## src/rtl/cba_pipe_adder.sv

```systemverilog
`default_nettype none
// +--------------------------------------------------------------------------+
// | cba_pipe_adder: pipelined carry-bypass adder/subtractor, valid/ready I/O |
// | Optional macro CBA_SUB_EN enables the sub input.   Revision: 1.0        |
// +--------------------------------------------------------------------------+
module cba_pipe_adder #(
  parameter int WIDTH         = 16,
  parameter int BLOCK         = 4,
  parameter int BLK_PER_STAGE = 2
) (
  input  logic             clk,
  input  logic             rst_n,
  input  logic             in_valid,
  output logic             in_ready,
  input  logic [WIDTH-1:0] a,
  input  logic [WIDTH-1:0] b,
  input  logic             cin,
  input  logic             sub,
  output logic             out_valid,
  input  logic             out_ready,
  output logic [WIDTH-1:0] sum,
  output logic             cout,
  output logic             ovf
);

  localparam int NBLK = WIDTH / BLOCK;
  localparam int L    = NBLK / BLK_PER_STAGE;
  localparam int SW   = BLOCK * BLK_PER_STAGE;

  logic             en;
  logic [WIDTH-1:0] b_eff;
  logic             c0;

`ifdef CBA_SUB_EN
  assign b_eff = sub ? ~b : b;
  assign c0    = sub ? 1'b1 : cin;
`else
  logic unused_sub;
  assign unused_sub = sub;
  assign b_eff      = b;
  assign c0         = cin;
`endif

  logic             out_valid_q;
  logic [WIDTH-1:0] sum_q, sum_d;
  logic             cout_q, cout_d;
  logic             ovf_q, ovf_d;

  assign en       = !out_valid_q || out_ready;
  assign in_ready = en;

  // Each stage owns its input registers: operands still to be added, carry-in,
  // the low sum bits already resolved upstream, and a valid bit.
  for (genvar k = 0; k < L; k++) begin : g_stage
    localparam int RW = WIDTH - k * SW;

    logic [RW-1:0]         a_q, b_q, a_d, b_d;
    logic                  c_q, c_d;
    logic                  v_q, v_d;
    logic [SW-1:0]         s_w;
    logic                  co_w;
    logic [(k+1)*SW-1:0]   acc_w;

    if (k == 0) begin : g_src
      assign a_d = a;
      assign b_d = b_eff;
      assign c_d = c0;
      assign v_d = in_valid;
    end else begin : g_src
      assign a_d = g_stage[k-1].a_q[RW+SW-1:SW];
      assign b_d = g_stage[k-1].b_q[RW+SW-1:SW];
      assign c_d = g_stage[k-1].co_w;
      assign v_d = g_stage[k-1].v_q;
    end

    always_ff @(posedge clk or negedge rst_n) begin
      if (!rst_n) begin
        a_q <= '0;
        b_q <= '0;
        c_q <= 1'b0;
        v_q <= 1'b0;
      end else if (en) begin
        a_q <= a_d;
        b_q <= b_d;
        c_q <= c_d;
        v_q <= v_d;
      end
    end

    always_comb begin : p_blocks
      logic [BLOCK-1:0] x_blk;
      logic             c_blk;
      logic             c_rip;
      s_w   = '0;
      c_blk = c_q;
      for (int j = 0; j < BLK_PER_STAGE; j++) begin
        x_blk = a_q[j*BLOCK +: BLOCK] ^ b_q[j*BLOCK +: BLOCK];
        c_rip = c_blk;
        for (int t = 0; t < BLOCK; t++) begin
          s_w[j*BLOCK+t] = x_blk[t] ^ c_rip;
          c_rip          = (a_q[j*BLOCK+t] & b_q[j*BLOCK+t]) | (x_blk[t] & c_rip);
        end
        // Bypass mux: a fully propagating block forwards its carry-in.
        c_blk = (&x_blk) ? c_blk : c_rip;
      end
      co_w = c_blk;
    end

    if (k == 0) begin : g_acc
      assign acc_w = s_w;
    end else begin : g_acc
      logic [k*SW-1:0] s_q;
      always_ff @(posedge clk or negedge rst_n) begin
        if (!rst_n) begin
          s_q <= '0;
        end else if (en) begin
          s_q <= g_stage[k-1].acc_w;
        end
      end
      assign acc_w = {s_w, s_q};
    end
  end

  assign sum_d  = g_stage[L-1].acc_w;
  assign cout_d = g_stage[L-1].co_w;
  assign ovf_d  = (g_stage[L-1].a_q[SW-1] == g_stage[L-1].b_q[SW-1]) &&
                  (g_stage[L-1].s_w[SW-1] != g_stage[L-1].a_q[SW-1]);

  always_ff @(posedge clk or negedge rst_n) begin
    if (!rst_n) begin
      sum_q       <= '0;
      cout_q      <= 1'b0;
      ovf_q       <= 1'b0;
      out_valid_q <= 1'b0;
    end else if (en) begin
      sum_q       <= sum_d;
      cout_q      <= cout_d;
      ovf_q       <= ovf_d;
      out_valid_q <= g_stage[L-1].v_q;
    end
  end

  assign sum       = sum_q;
  assign cout      = cout_q;
  assign ovf       = ovf_q;
  assign out_valid = out_valid_q;

endmodule
`default_nettype wire
```

## config.mk

```make
export PLATFORM = sky130hd
export DESIGN_NAME = cba_pipe_adder
export DESIGN_NICKNAME = d
export VERILOG_FILES = /design/src/rtl/cba_pipe_adder.sv
export SDC_FILE = /design/constraint.sdc
export NUM_CORES = 1
export LEC_CHECK = 0
export ABC_AREA = 0
export BUFFER_PORTS_ARGS = -buffer_cell sky130_fd_sc_hd__buf_2
export CORE_MARGIN = 5
export CORE_UTILIZATION = 25
export CTS_CLUSTER_DIAMETER = 30
export DETAILED_ROUTE_END_ITERATION = 10
export GPL_TIMING_DRIVEN = 0
export HOLD_SLACK_MARGIN = 0.08
export PLACE_DENSITY = 0.48
export SYNTH_ARGS = -nofsm -noshare
export SYNTH_HDL_FRONTEND = slang
export SYNTH_SLANG_ARGS = --single-unit
```

## constraint.sdc

```tcl
create_clock -name clk -period 10.1 [get_ports clk]
set_clock_uncertainty 0.15 [all_clocks]
set_input_delay 1.01 -clock clk [delete_from_list [all_inputs] [get_ports clk]]
set_output_delay 1.01 -clock clk [all_outputs]
set_load 0.02 [all_outputs]
```

# Yosys cells after proc, flatten, opt, wreduce, memory -nomap -nowiden
# Index checks and enable logic that the tools add are counted.
[totals] reg_bits=79 input_bits=38 output_inout_bits=20 word_cells=94
[classes] eq_ne=2 mux=4 bitwise_logic=68 reduce_logical=7
[ops] operator="AND 1 bit" count=32
[ops] operator="bitwise OR 1 bit" count=16
[ops] operator="AND reduction 4 bit" count=4
[ops] operator="bitwise XOR 1 bit" count=16
[ops] operator="bitwise XOR 4 bit" count=4
[ops] operator="2-to-1 mux 1 bit" count=4
[ops] operator="equality test 1 bit" count=1
[ops] operator="logical AND 1 bit" count=1
[ops] operator="logical NOT 1 bit" count=1
[ops] operator="logical OR 1 bit" count=1
[ops] operator="inequality test 1 bit" count=1

# Longest topological paths before layout
[depth] ltp_word=19 mapped_depth=14

# Worst setup path before layout
# Ideal clock, no wire load.
[synth_path] kind="reg-to-reg" startpoint="reg g_stage[1].a_q[0]" endpoint="reg ovf_q (netlist: ovf)" t_arrival_ns=3.941 required_ns=9.855 setup_slack_ns=5.913 stages_incl_launch_ff=15 cell_sequence="dfrtp_1 inv_1 fa_1 inv_1 fa_1 fa_1 fa_1 mux2_4 fa_1 fa_1 fa_1 inv_1 fa_1 xor2_1 o31ai_1"
[synth_via] elab_chain_cells=19 elab_cells_between_ends=21
[synth_rtl] element="start: declaration" line_no="57" text="logic [RW-1:0] a_q, b_q, a_d, b_d;"
[synth_rtl] element="start signal: assignment" line_no="78" text="a_q <= '0;"
[synth_rtl] element="start signal: assignment" line_no="83" text="a_q <= a_d;"
[synth_rtl] element="bitwise XOR 4 bit" line_no="97" text="x_blk = a_q[j*BLOCK +: BLOCK] ^ b_q[j*BLOCK +: BLOCK];"
[synth_rtl] element="AND 1 bit" line_no="101" text="c_rip = (a_q[j*BLOCK+t] & b_q[j*BLOCK+t]) | (x_blk[t] & c_rip);"
[synth_rtl] element="bitwise OR 1 bit" line_no="101"
[synth_rtl] element="AND 1 bit" line_no="101"
[synth_rtl] element="bitwise OR 1 bit" line_no="101"
[synth_rtl] element="AND 1 bit" line_no="101"
[synth_rtl] element="bitwise OR 1 bit" line_no="101"
[synth_rtl] element="AND 1 bit" line_no="101"
[synth_rtl] element="(+3 left out)"
[synth_rtl] element="bitwise OR 1 bit (*)" line_no="101"
[synth_rtl] element="AND 1 bit (*)" line_no="101"
[synth_rtl] element="bitwise OR 1 bit (*)" line_no="101"
[synth_rtl] element="AND 1 bit (*)" line_no="101"
[synth_rtl] element="bitwise OR 1 bit (*)" line_no="101"
[synth_rtl] element="bitwise XOR 1 bit (*)" line_no="100" text="s_w[j*BLOCK+t] = x_blk[t] ^ c_rip;"
[synth_rtl] element="inequality test 1 bit (*)" line_no="127" text="(g_stage[L-1].s_w[SW-1] != g_stage[L-1].a_q[SW-1]);"
[synth_rtl] element="logical AND 1 bit (*)" line_no="126" text="assign ovf_d = (g_stage[L-1].a_q[SW-1] == g_stage[L-1].b_q[SW-1]) &&"
[synth_rtl] element="end signal: assignment" line_no="138" text="ovf_q <= ovf_d;"
[synth_rtl] element="end: declaration" line_no="47" text="logic ovf_q, ovf_d;"
# Mark *: on every way between the ends. The rest lies on a longest branch, timed or not.
# A chain may end at the register's enable or synchronous reset.

# Worst setup path after layout
# Ends and elaborated chain as after synthesis.

==> results.md <==
* Status: completed
* Fin. Hold Viols at 0
* Setup violations, final at 0
* Avg Inst Size Synth at 9.67 um^2
* Final GP Congestion at 0.773
* Grt total ovfl at 0
* Tcrit/Tclk final at 0.441
* Area share of fa/ha/maj cells after synthesis at 0.145
* LEAKAGE at 2.36 nW
* Post-synthesis compound-gate area fraction at 0.0285
* Tmin final at 4.46 ns
* Least-Margin Pin Slew at 0.562 ns
* Final core occ at 0.317
* Via density at 4.03
* Area grow syn2layout at 23.3%
* Hold crit path type: reg -> reg
* # rows at 43
* Top cell type by total area after synthesis: dfrtp_1
* CTS tree: built
* Routed WL at 8380 um
* Placed instance area at 0.00413 mm^2
* Cts hold-fix bufs at 0
* Post-CTS setup buffer count at 0
* Skew-Pair Late Insertion Delay at 0.34 ns
* Fin nets at 510
* Setup TNS at 0 ns
* Initial antenna violation count at 0
* First-pass detailed-route iteration total at 4
* Syn. warnings at 0
* Layout cells sized above 1 at 0.202
* Worst setup SP type: register
* Via count at 2519
* DIE AREA at 0.0169 mm^2
* Max Cap Violations at 0
* Root Buffer: clkbuf_16
* Post-route cell area at 0.00444 mm^2
* Largest net degree at the start of global routing at 42
* First-pass GRT wire length at 14100 um
* IO buf count at 56
* CP Data Arrival Time at 4.55 ns
* Routed len/inst at 13.4 um
* Synth async-reset ratio at 1.00
* Count leader, synth: nand2_1
* Setup crit end kind: register
* Num CTS Buffers at 9
* Seq cells post-synth at 79
* Slew headroom at 0.625
* Antenna Nets Post-Route at 0
* CP Data Required Time at 10.20 ns
* Multiplexer share of the synthesized area at 0.00834
* Pwr Density at 298 mW/mm^2
* H-tree depth at 3
* Diodes inserted at 0
* Worst R2R Path Depth at 14
* Largest fanout on the critical path at 2
* Synth area leaders: dfrtp_1, nand2_1, fa_1, ha_1, buf_2
* Synthesized instance count at 372
* Max Root-Sink Buffers at 2
* Initial Utilization at 0.257
* 1st-iter DRT viols at 112
* CTS clock-pin slew for the worst setup and hold paths at 0.06 ns
* Hold Path Stages at 2
* Peak VDD IR at 100 uV
* Ys flop type: dfrtp_1
* DIE WIDTH at 130 um
* Xor and xnor area share after synthesis at 0.00243
* Post-synth top area share at 0.549
* Top post-synthesis cells by count: nand2_1, dfrtp_1, fa_1, ha_1, inv_1
* RSZ-0062 raised after global routing: no
* Critical path type: reg -> reg
* Vias in the first global route at 2768
* CTS resizes at 0
* Post-synth EDFFs at 0
* Post-synthesis simple-gate area fraction at 0.225
* Synth Net Count at 442
* CP max stage cell: fa_1
* Max Fclk at 224 MHz
* Main combinational cell family by area after synthesis: simple AND/OR/NAND/NOR gates
* Mapped Area at 0.00360 mm^2
* Fillers at 1549
* # DRC at 0
* Global Route Usage Sum at 0.109
* Register area share after synthesis at 0.549
* I/O pin count at 58
* Worst path max stage delay at 0.44 ns
* Cells along the critical path: inv_1 > fa_1 > inv_1 > fa_1 > fa_1 > fa_1 > mux2_4 > fa_1 > fa_1 > fa_1 > inv_1 > fa_1 > xor2_1 > o31ai_1
* Synth unique cells at 23
* Num Clock Sinks at 79
* Dpl hpwl at 6550 um
* Finished Layout Cells at 625
* Post-Place Cells at 609
* Final Max Slew Viols at 0
* Die Span Y at 130 um
* Most Frequent Cell on Critical Path: fa_1
* Core area at 0.0140 mm^2
stage by stage:
step           setup WS, ns  hold slack (ns)  total power [W]
5_1_grt                5.43            0.337          0.00145
3_3_place_gp           5.69            0.298         0.000988
6_report               5.64            0.307          0.00132
3_5_place_dp           5.63            0.298          0.00100
2_1_floorplan          5.91            0.280         0.000821
4_1_cts                5.62            0.310          0.00135
cell type report:
cell class,count,area [um^2],share of cell area
buffer,17,92.6,0.0209
clock buffer,13,270,0.0609
clock inverter,3,40.0,0.00902
inverter,15,56.3,0.0127
multi-input combinational,261,1470,0.332
sequential,79,1980,0.446
tap,180,225,0.0508
timing repair buffer,57,303,0.0682
critical path: cells and delay by family (launching register included):
kind,cells,cell delay [ns]
xor+xnor,1,0.16
mux,1,0.28
flops,1,0.38
compound gates,1,0.18
fa+ha+maj,8,2.95
buf+inv,3,0.26
power by group:
group / internal (W) / switching, W
Clock: 0.000211 / 0.000126
Combinational: 0.000187 / 0.000280
Sequential: 0.000433 / 0.0000840
Total: 0.000831 / 0.000491
path summary, 6_finish.rpt:
path,start,to,slack (ns)
worst min-delay path,g_stage[1].v_q,g_stage[1].v_q,0.31
min in group asynchronous,rst_n,sum[14],0.49
max in group asynchronous,rst_n,g_stage[0].a_q[5],8.72
worst max register to register,g_stage[1].a_q[0],ovf,5.64
worst min register to register,g_stage[1].v_q,g_stage[1].v_q,0.31
worst max-delay path,g_stage[1].a_q[0],ovf,5.64
cells by family (layout without fill, tap and decap cells):
| logic type | Yosys count | after routing |
|---|---|---|
| multiplexers | 2 | 2 |
| flip-flops | 79 | 79 |
| buffers and inverters | 32 | 105 |
| adder cells (fa/ha/maj) | 32 | 32 |
| AO/OA/AOI/OAI | 18 | 18 |
| XOR/XNOR | 1 | 1 |
| AND/OR/NAND/NOR | 208 | 208 |
cells in the final DEF, fill, tap and decap left out:
| cell | count |
|---|---|
| a21oi_1 | 4 |
| a31oi_1 | 2 |
| buf_1 | 2 |
| buf_12 | 1 |
| buf_2 | 66 |
| buf_4 | 3 |
| buf_6 | 1 |
| bufinv_16 | 1 |
| clkbuf_1 | 2 |
| clkbuf_16 | 9 |
| clkbuf_8 | 3 |
| clkinv_2 | 2 |
| dfrtp_1 | 79 |
| fa_1 | 16 |
| ha_1 | 16 |
| inv_1 | 14 |
| inv_2 | 1 |
| mux2_4 | 2 |
| nand2_1 | 196 |
| nand2b_1 | 1 |
| nand4_1 | 4 |
| nor2_1 | 4 |
| nor2b_4 | 1 |
| nor3b_1 | 2 |
| o21ai_1 | 9 |
| o31a_1 | 2 |
| o31ai_1 | 1 |
| xor2_1 | 1 |
metal layers:
| metal | vias to the layer above | GRT usage | share of wire |
|---|---|---|---|
| li1 | 1268 | - | - |
| met1 | 1186 | 0.147 | 0.49 |
| met2 | 53 | 0.167 | 0.44 |
| met3 | 12 | 0.0348 | 0.055 |
| met4 | 0 | 0.0385 | 0.017 |
| met5 | - | 0 | 0 |
sequential cells by signal, summed over array words and instances, names as in the netlist:
register           flops
out_valid              1
g_stage.v_q            2
g_stage.c_q            2
cout                   1
sum                   16
ovf                    1
g_stage.b_q           24
g_stage.a_q           24
g_stage.g_acc.s_q      8
No activity file was read; power rests on OpenSTA's default activity.
